File: src/rtl/instr_fetch_unit.sv
// -----------------------------------------------------------------------------
// instr_fetch_unit
//   Sequential instruction-fetch front end. Holds the PC, fetches one word at a
//   time from instruction memory over a req/ack handshake, presents it with its
//   opc/func fields, and on `advance` computes the next PC from PCSrc
//   (sequential, branch, jump, jump-register). A misaligned jr target halts the
//   unit until reset.
//
// Ports
//   clk, rst      : clock, asynchronous active-high reset
//   PCSrc[1:0]    : next-PC select (00 +4, 01 branch, 10 jump, 11 rs_data)
//   rs_data[31:0] : jr target
//   advance       : execute side consumed the current instruction
//   imem_req/addr : fetch request and byte address (addr == pc)
//   imem_ack/rdata: fetch completion and returned word
//   instr, opc, func, instr_valid : current instruction and its fields
//   pc, pc_plus4  : address of current/pending instruction and pc+4
//   misalign_err  : sticky jr misalignment flag
//   instr_count   : number of accepted advances (wraps)
// -----------------------------------------------------------------------------
module instr_fetch_unit #(
  parameter logic [31:0] RESET_PC = 32'h0000_0000
) (
  input  logic        clk,
  input  logic        rst,
  input  logic [1:0]  PCSrc,
  input  logic [31:0] rs_data,
  input  logic        advance,
  output logic        imem_req,
  output logic [31:0] imem_addr,
  input  logic        imem_ack,
  input  logic [31:0] imem_rdata,
  output logic [31:0] instr,
  output logic [5:0]  opc,
  output logic [5:0]  func,
  output logic        instr_valid,
  output logic [31:0] pc,
  output logic [31:0] pc_plus4,
  output logic        misalign_err,
  output logic [31:0] instr_count
);

  typedef enum logic [1:0] {
    IDLE  = 2'd0,
    FETCH = 2'd1,
    HOLD  = 2'd2,
    ERR   = 2'd3
  } state_t;

  state_t      state;
  logic [31:0] next_pc;
  logic [31:0] br_off;
  logic        jr_misalign;

  assign pc_plus4  = pc + 32'd4;
  assign imem_addr = pc;
  assign opc       = instr[31:26];
  assign func      = instr[5:0];

  assign jr_misalign = (PCSrc == 2'b11) && (rs_data[1:0] != 2'b00);

  always_comb begin
    // NOTE: every output of this block gets a default first, so no path can
    // leave a value unassigned and infer a latch.
    next_pc = pc_plus4;
    br_off  = {{14{instr[15]}}, instr[15:0], 2'b00};
    unique case (PCSrc)
      2'b00: next_pc = pc_plus4;
      2'b01: next_pc = pc_plus4 + br_off;
      2'b10: next_pc = {pc_plus4[31:28], instr[25:0], 2'b00};
      2'b11: next_pc = rs_data;
      default: next_pc = pc_plus4;
    endcase
  end

  // imem_req and instr_valid are registered and reset asynchronously, so a
  // reset mid-fetch drops the request immediately; a late ack lands in IDLE
  // and is ignored.
  always_ff @(posedge clk or posedge rst) begin
    if (rst) begin
      state        <= IDLE;
      pc           <= RESET_PC;
      instr        <= 32'd0;
      instr_valid  <= 1'b0;
      misalign_err <= 1'b0;
      instr_count  <= 32'd0;
      imem_req     <= 1'b0;
    end else begin
      // NOTE: state registers use non-blocking assignments so every register
      // sees pre-edge values regardless of statement order.
      unique case (state)
        IDLE: begin
          state    <= FETCH;
          imem_req <= 1'b1;
        end
        FETCH: begin
          if (imem_ack) begin
            instr       <= imem_rdata;
            instr_valid <= 1'b1;
            imem_req    <= 1'b0;
            state       <= HOLD;
          end
        end
        HOLD: begin
          if (advance) begin
            instr_count <= instr_count + 32'd1;
            instr_valid <= 1'b0;
            if (jr_misalign) begin
              // pc keeps the address of the offending jr for debug.
              misalign_err <= 1'b1;
              state        <= ERR;
            end else begin
              pc       <= next_pc;
              imem_req <= 1'b1;
              state    <= FETCH;
            end
          end
        end
        ERR: begin
          // Halted: no requests, all inputs ignored until reset.
        end
        default: state <= IDLE;
      endcase
    end
  end

endmodule

File: config.mk
export PLATFORM = sky130hd
export DESIGN_NAME = instr_fetch_unit
export DESIGN_NICKNAME = d
export VERILOG_FILES = /design/src/rtl/instr_fetch_unit.sv
export SDC_FILE = /design/constraint.sdc
export NUM_CORES = 1
export LEC_CHECK = 0
export ABC_AREA = 0
export CAP_MARGIN = 20
export CELL_PAD_IN_SITES_DETAIL_PLACEMENT = 1
export CELL_PAD_IN_SITES_GLOBAL_PLACEMENT = 1
export CORE_MARGIN = 8
export CORE_UTILIZATION = 32
export CTS_BUF_LIST = sky130_fd_sc_hd__clkbuf_8
export DETAILED_ROUTE_END_ITERATION = 8
export HOLD_SLACK_MARGIN = 0.12
export PLACE_DENSITY_LB_ADDON = 0.1
export SLEW_MARGIN = 10
export SYNTH_ARGS = -nofsm -noshare
export SYNTH_HDL_FRONTEND = slang
export SYNTH_SLANG_ARGS = --single-unit
File: constraint.sdc
create_clock -name clk -period 3.2 [get_ports clk]
set_input_delay 0.48 -clock clk [delete_from_list [all_inputs] [get_ports clk]]
set_output_delay 0.48 -clock clk [all_outputs]
set_load 0.02 [all_outputs]
# --- After elaboration in Yosys (flattened, before gate mapping) ---
# Cells that the tools add are included.
op_classes:
  order_cmp: 0
  shift: 0
  n_bitwise: 1
  multipliers: 0
  n_eq_ne: 8
  mux: 12
  n_reduce_logical: 13
  div: 0
  n_addsub: 3
ops:
  columns: ["cell", "count"]
  rows:
  - ["one-hot mux 32 bit (4 select lines)", 1]
  - ["adder 32 x 1 -> 32 bit (second input constant)", 1]
  - ["adder 32 x 3 -> 32 bit (second input constant)", 1]
  - ["adder 32 bit", 1]
  - ["AND reduction 3 bit", 4]
  - ["equality test 2 bit (second input constant)", 3]
  - ["2-to-1 mux 2 bit", 3]
  - ["!= test 2 bit (second input constant)", 3]
  - ["one-hot mux 2 bit (3 select lines)", 1]
  - ["2-to-1 mux 1 bit", 5]
  - ["equality test 2 x 1 -> 1 bit (second input constant)", 2]
  - ["logical NOT 2 bit", 2]
  - ["AND reduction 2 bit", 2]
  - ["AND reduction 4 bit", 1]
  - ["nonzero test 2 bit", 2]
  - ["one-hot mux 1 bit (3 select lines)", 1]
  - ["nonzero test 3 bit", 1]
  - ["one-hot mux 1 bit (2 select lines)", 1]
  - ["logical AND 1 bit", 1]
  - ["NOT 1 bit", 1]
word_totals:
  ramBits: 0
  n_memories: 0
  regBits: 101
  input_bits: 70
  latchBits: 0
  romBits: 0
  wordCells: 44

# --- Depth between registers and ports, before layout ---
depth:
  ltp_word: 5
  depth_mapped: 16
  mapped_depth_nobuf: 16

# --- Worst setup path before layout ---
# OpenSTA, ideal clock, no wires.
synth_path:
  path_type: "flip-flop to flip-flop"
  start: "reg pc[3] (netlist: imem_addr[3])"
  end: "reg pc[28] (netlist: imem_addr[28])"
  path_stages_with_launch: 17
  required_time_ns: 3.089
  t_arrival_ns: 3.939
  setup_slack_ns: -0.850
  cell_sequence: "dfrtp_1 ha_1 nand3_1 nor2_1 and2_1 nand3_1 xnor2_1 ha_1 a21o_1 a21o_1 nand3_1 nand2_1 or4_4 a31o_2 a211oi_2 xnor2_1 a222oi_1"
synth_via:
  elab_chain_len: 3
synth_rtl:
  columns: ["element", "line_no", "source"]
  rows:
  - ["start, declared", "37", "output logic [31:0] pc,"]
  - ["start signal, assigned", "113", "pc <= next_pc;"]
  - ["adder 32 x 3 -> 32 bit", "55", "assign pc_plus4 = pc + 32'd4;"]
  - ["named net pc_plus4[14]", "38", "output logic [31:0] pc_plus4,"]
  - ["adder 32 bit", "69", "2'b01: next_pc = pc_plus4 + br_off;"]
  - ["one-hot mux 32 bit (4 select lines)", "67", "unique case (PCSrc)"]
# The timed path passes the listed nets, and every way through them passes these cells.
# A chain may end at the register's enable or synchronous reset.

# --- Final worst setup path ---
layout_path:
  start: "reg pc[2] (netlist: imem_addr[2])"
  end: "reg pc[28] (netlist: imem_addr[28])"
layout_via:
  elab_chain_len: 3
layout_rtl:
  columns: ["element", "line_no"]
  rows:
  - ["adder 32 x 3 -> 32 bit (*)", "55"]
  - ["adder 32 bit", "69"]
  - ["one-hot mux 32 bit (4 select lines) (*)", "67"]
# Every way passes the cells marked *; elsewhere a longest branch is shown, timed or not.

==> metrics <==
status=complete, but fails checks; violated checks=negative setup slack; CTS root buf=clkbuf_8; GRT met2 Usage=35.8%; DIE HEIGHT=roughly 170 um; GPL Wtd Cong=0.897; Most Crowded Layer GR=met2; core area=roughly 0.023 mm2; First-pass DRT Iterations=4; register area=approximately 0.0025 mm2; final hold vios=0; drt wl/cell=20.9 um; residual DRC count=0; highest clock rate=between 200 and 300 MHz; worst min path class=input pin to asynchronous set/reset pin; post-layout util=between 50% and 60%; global route overflow=0; DR vias/cell=between 5 and 6; Worst-path clk slew=0.13 ns; Reg2Reg Capture Point=imem_addr[28]; Num CTS Buffers=9; Synth area leader=dfrtp_1; ANT nets after route=0; Async SR Flop Fraction=100%; Overall Global Routing Usage=approximately 21%; Tcrit/Tclk final=108%; layout cells sized above 1=roughly a third; pwr dens=between 1000 and 1500 mW/mm2; PnR worst setup slack=-0.257 ns; Sinks on Clock Net=about 100; max_slew headroom=approximately 57%; final wirelength=about 30 mm; Mapped Cells=a little under 800; CP Launch Type=register; worst stage delay on the critical path=~0.51 ns; post-synth top area share=between 30% and 40%; Critical Path RT=approximately 3.5 ns; Netlist cell types=58; worst vdd ir=about 0.39 mV; Slew @ Worst Pin=about 0.64 ns; chip width=about 170 um; first-pass GRT wire length=between 40 and 50 mm; met1 GRT Util=between 20% and 30%; minimum clock period=roughly 3.5 ns; syn_area_per_cell=roughly 9 um2; Multi-input gate area=0.00496 mm2; Cell Area, Synth=between 0.007 and 0.008 mm2; Post-synth top flop=dfrtp_1; Via Count=7,413; worst-skew pair later-pin latency=just over 0.4 ns; Synth area leaders=dfrtp_1 35%, ha_1 6.7%, xnor2_1 6.3%; setup slack, reg-to-reg=-0.26 ns; drt first-iter violations=~240; largest net degree at the start of global routing=48; Clock Path Buffers=2; max_cap viols=0; FF+latch count, synth=between 100 and 150; area delta synth->final=65.4%; Total Nets Final=between 1,000 and 1,500; post-route cell area=0.0120 mm2; crit-path max FO=3; number of fill cells in the layout=approximately 2,500; io pins=around 250; EDFF count, synth=0; CTS tree=yes; Starting Density=about a third; Seq/Total Area, Yosys=34.7%; Hold WS=roughly 0.44 ns; initial antenna violation count=6; critical path type=register to register; max-slew violations=0; # setup viols final=15; FF-to-FF Start=imem_addr[2]; Worst R2R Path Depth=16; H-tree Lvls=3; Clock Skews=approximately 0.017 ns; Synthesis Warnings=0; IO Port Bufs=about 240; Fin Setup TNS=-1.68 ns; number of global-route vias before repair=roughly 8,000; crit path DAT=about 3.8 ns; Die Footprint=approximately 0.028 mm2; DP HPWL=about 24 mm; post-place instance area=0.0113 mm2; Slowest-stage cell, CP=or4_4; Critical Path, Cell by Cell=ha_4, nand3_4, nor2_4, and2_4, nand3_4, xnor2_4, ha_4, a21o_1, a21o_1, nand3_2, nand2_2, or4_4, a31o_4, a211oi_2, xnor2_1, a222oi_1; row count=55; met3 usage=between 6 and 7%; syn nets=900; pre-CTS setup slack=-0.377 ns; Leak=5.25 nW; RSZ-0062 raised after global routing=yes; crit end category=register
## metrics by stage
| step | cells | total power [W] |
|---|---|---|
| after CTS | 1437 | 0.0134 |
| after detailed placement | 1411 | 0.0120 |
| after floorplan | 790 | 0.00763 |
| after global routing | 1445 | 0.0146 |
| final | 1446 | 0.0137 |
| after global placement | 1411 | 0.0119 |
## state kept, by name (all words and copies together), names as in the netlist
name,cells
state,2
instr_valid,1
imem_req,1
imem_addr,32
instr_count,32
misalign_err,1
instr,32
## power by group
part | switching, W | total, W | internal, W
clock network | 0.000587 | 0.000904 | 0.000318
registers | 0.000521 | 0.00224 | 0.00172
logic | 0.00524 | 0.0105 | 0.00530
total | 0.00634 | 0.0137 | 0.00733
## cell usage in the layout, fill, tap and decap left out, types with 9 or more instances in the layout
cell             instances
nand3_1                 20
mux4_2                  11
a21o_1                  14
clkbuf_8                 9
ha_4                    10
ha_1                    29
o21ai_1                 12
mux2_2                  39
and3_1                  11
xor2_1                  21
inv_1                   23
nand2_1                 79
a21oi_2                 10
nand4_1                 17
xnor2_1                 35
buf_4                  176
dfrtp_1                 87
dfrtp_2                 14
o21ai_0                 28
clkdlybuf4s50_1        230
a21oi_1                 35
nor2_1                  46
xnor2_2                 11
## layer usage
layer	routed length, um	share of wire [%]
met1	13100	43
met2	14500	48
met3	2240	7.4
met4	285	0.94
met5	77	0.25
## cell type report
class                      instances  area share [%]
timing repair buffer             426            32.1
clock buffer                       9            1.03
inverter                          25           0.801
antenna                            1          0.0208
multi-input combinational        592            41.2
tap                              285            2.96
clock inverter                     7           0.749
sequential                       101            21.2
## worst max-delay path: cells and delay by family (launching register included)
family	cells	cell delay [ns]
compound gates	5	1.12
fa+ha+maj	2	0.39
flops	1	0.43
xor+xnor	2	0.28
simple gates	7	1.12
## worst max path at each step
stage                       from             to  slack, ns  depth (start not counted)
finish              imem_addr[2]  imem_addr[28]      -0.26                         16
global route        imem_addr[2]  imem_addr[28]      -0.39                         16
CTS                 imem_addr[2]  imem_addr[28]      -0.27                         15
detailed placement  imem_addr[3]  imem_addr[28]      -0.38                         15
global placement    imem_addr[3]  imem_addr[25]      -0.22                         19
floorplan           imem_addr[4]  imem_addr[28]      -0.46                         14
## cell families after synthesis
logic type	count (synthesis)	synth area share [%]
compound gates	174	15.2
xor+xnor	78	9.39
fa+ha+maj	40	6.98
buf+inv	97	7.43
flops	101	34.7
mux	56	10.3
simple gates	244	16.0
## cells in the mapped netlist, types with 3 or more instances
cell	number
nand4_1	17
nor3_1	11
xor2_1	26
and4_1	7
inv_1	25
mux4_2	11
buf_1	9
and3_1	13
o22ai_1	8
mux2i_1	6
xnor2_1	52
ha_1	39
nand2b_1	4
o21a_1	8
clkbuf_1	16
nor2b_1	9
a31oi_1	9
o21ai_0	41
o21bai_1	5
o2111ai_1	3
a21boi_0	3
o21ai_1	3
a21o_1	14
buf_4	47
nand3_1	25
a211oi_1	4
a221oi_1	7
a21oi_1	46
nand2_1	88
o221ai_1	3
o41ai_1	3
nor2_1	53
mux2_2	39
dfrtp_1	101
and2_1	5
## what timing repair did
item | CTS | global route
setup buffers | 10 | 9
hold buffers | 0 | 0
setup endpoints to repair | 30 | 30
pin swaps | 37 | 23
resized for setup | 51 | 48
No activity file was read; power rests on OpenSTA's default activity.
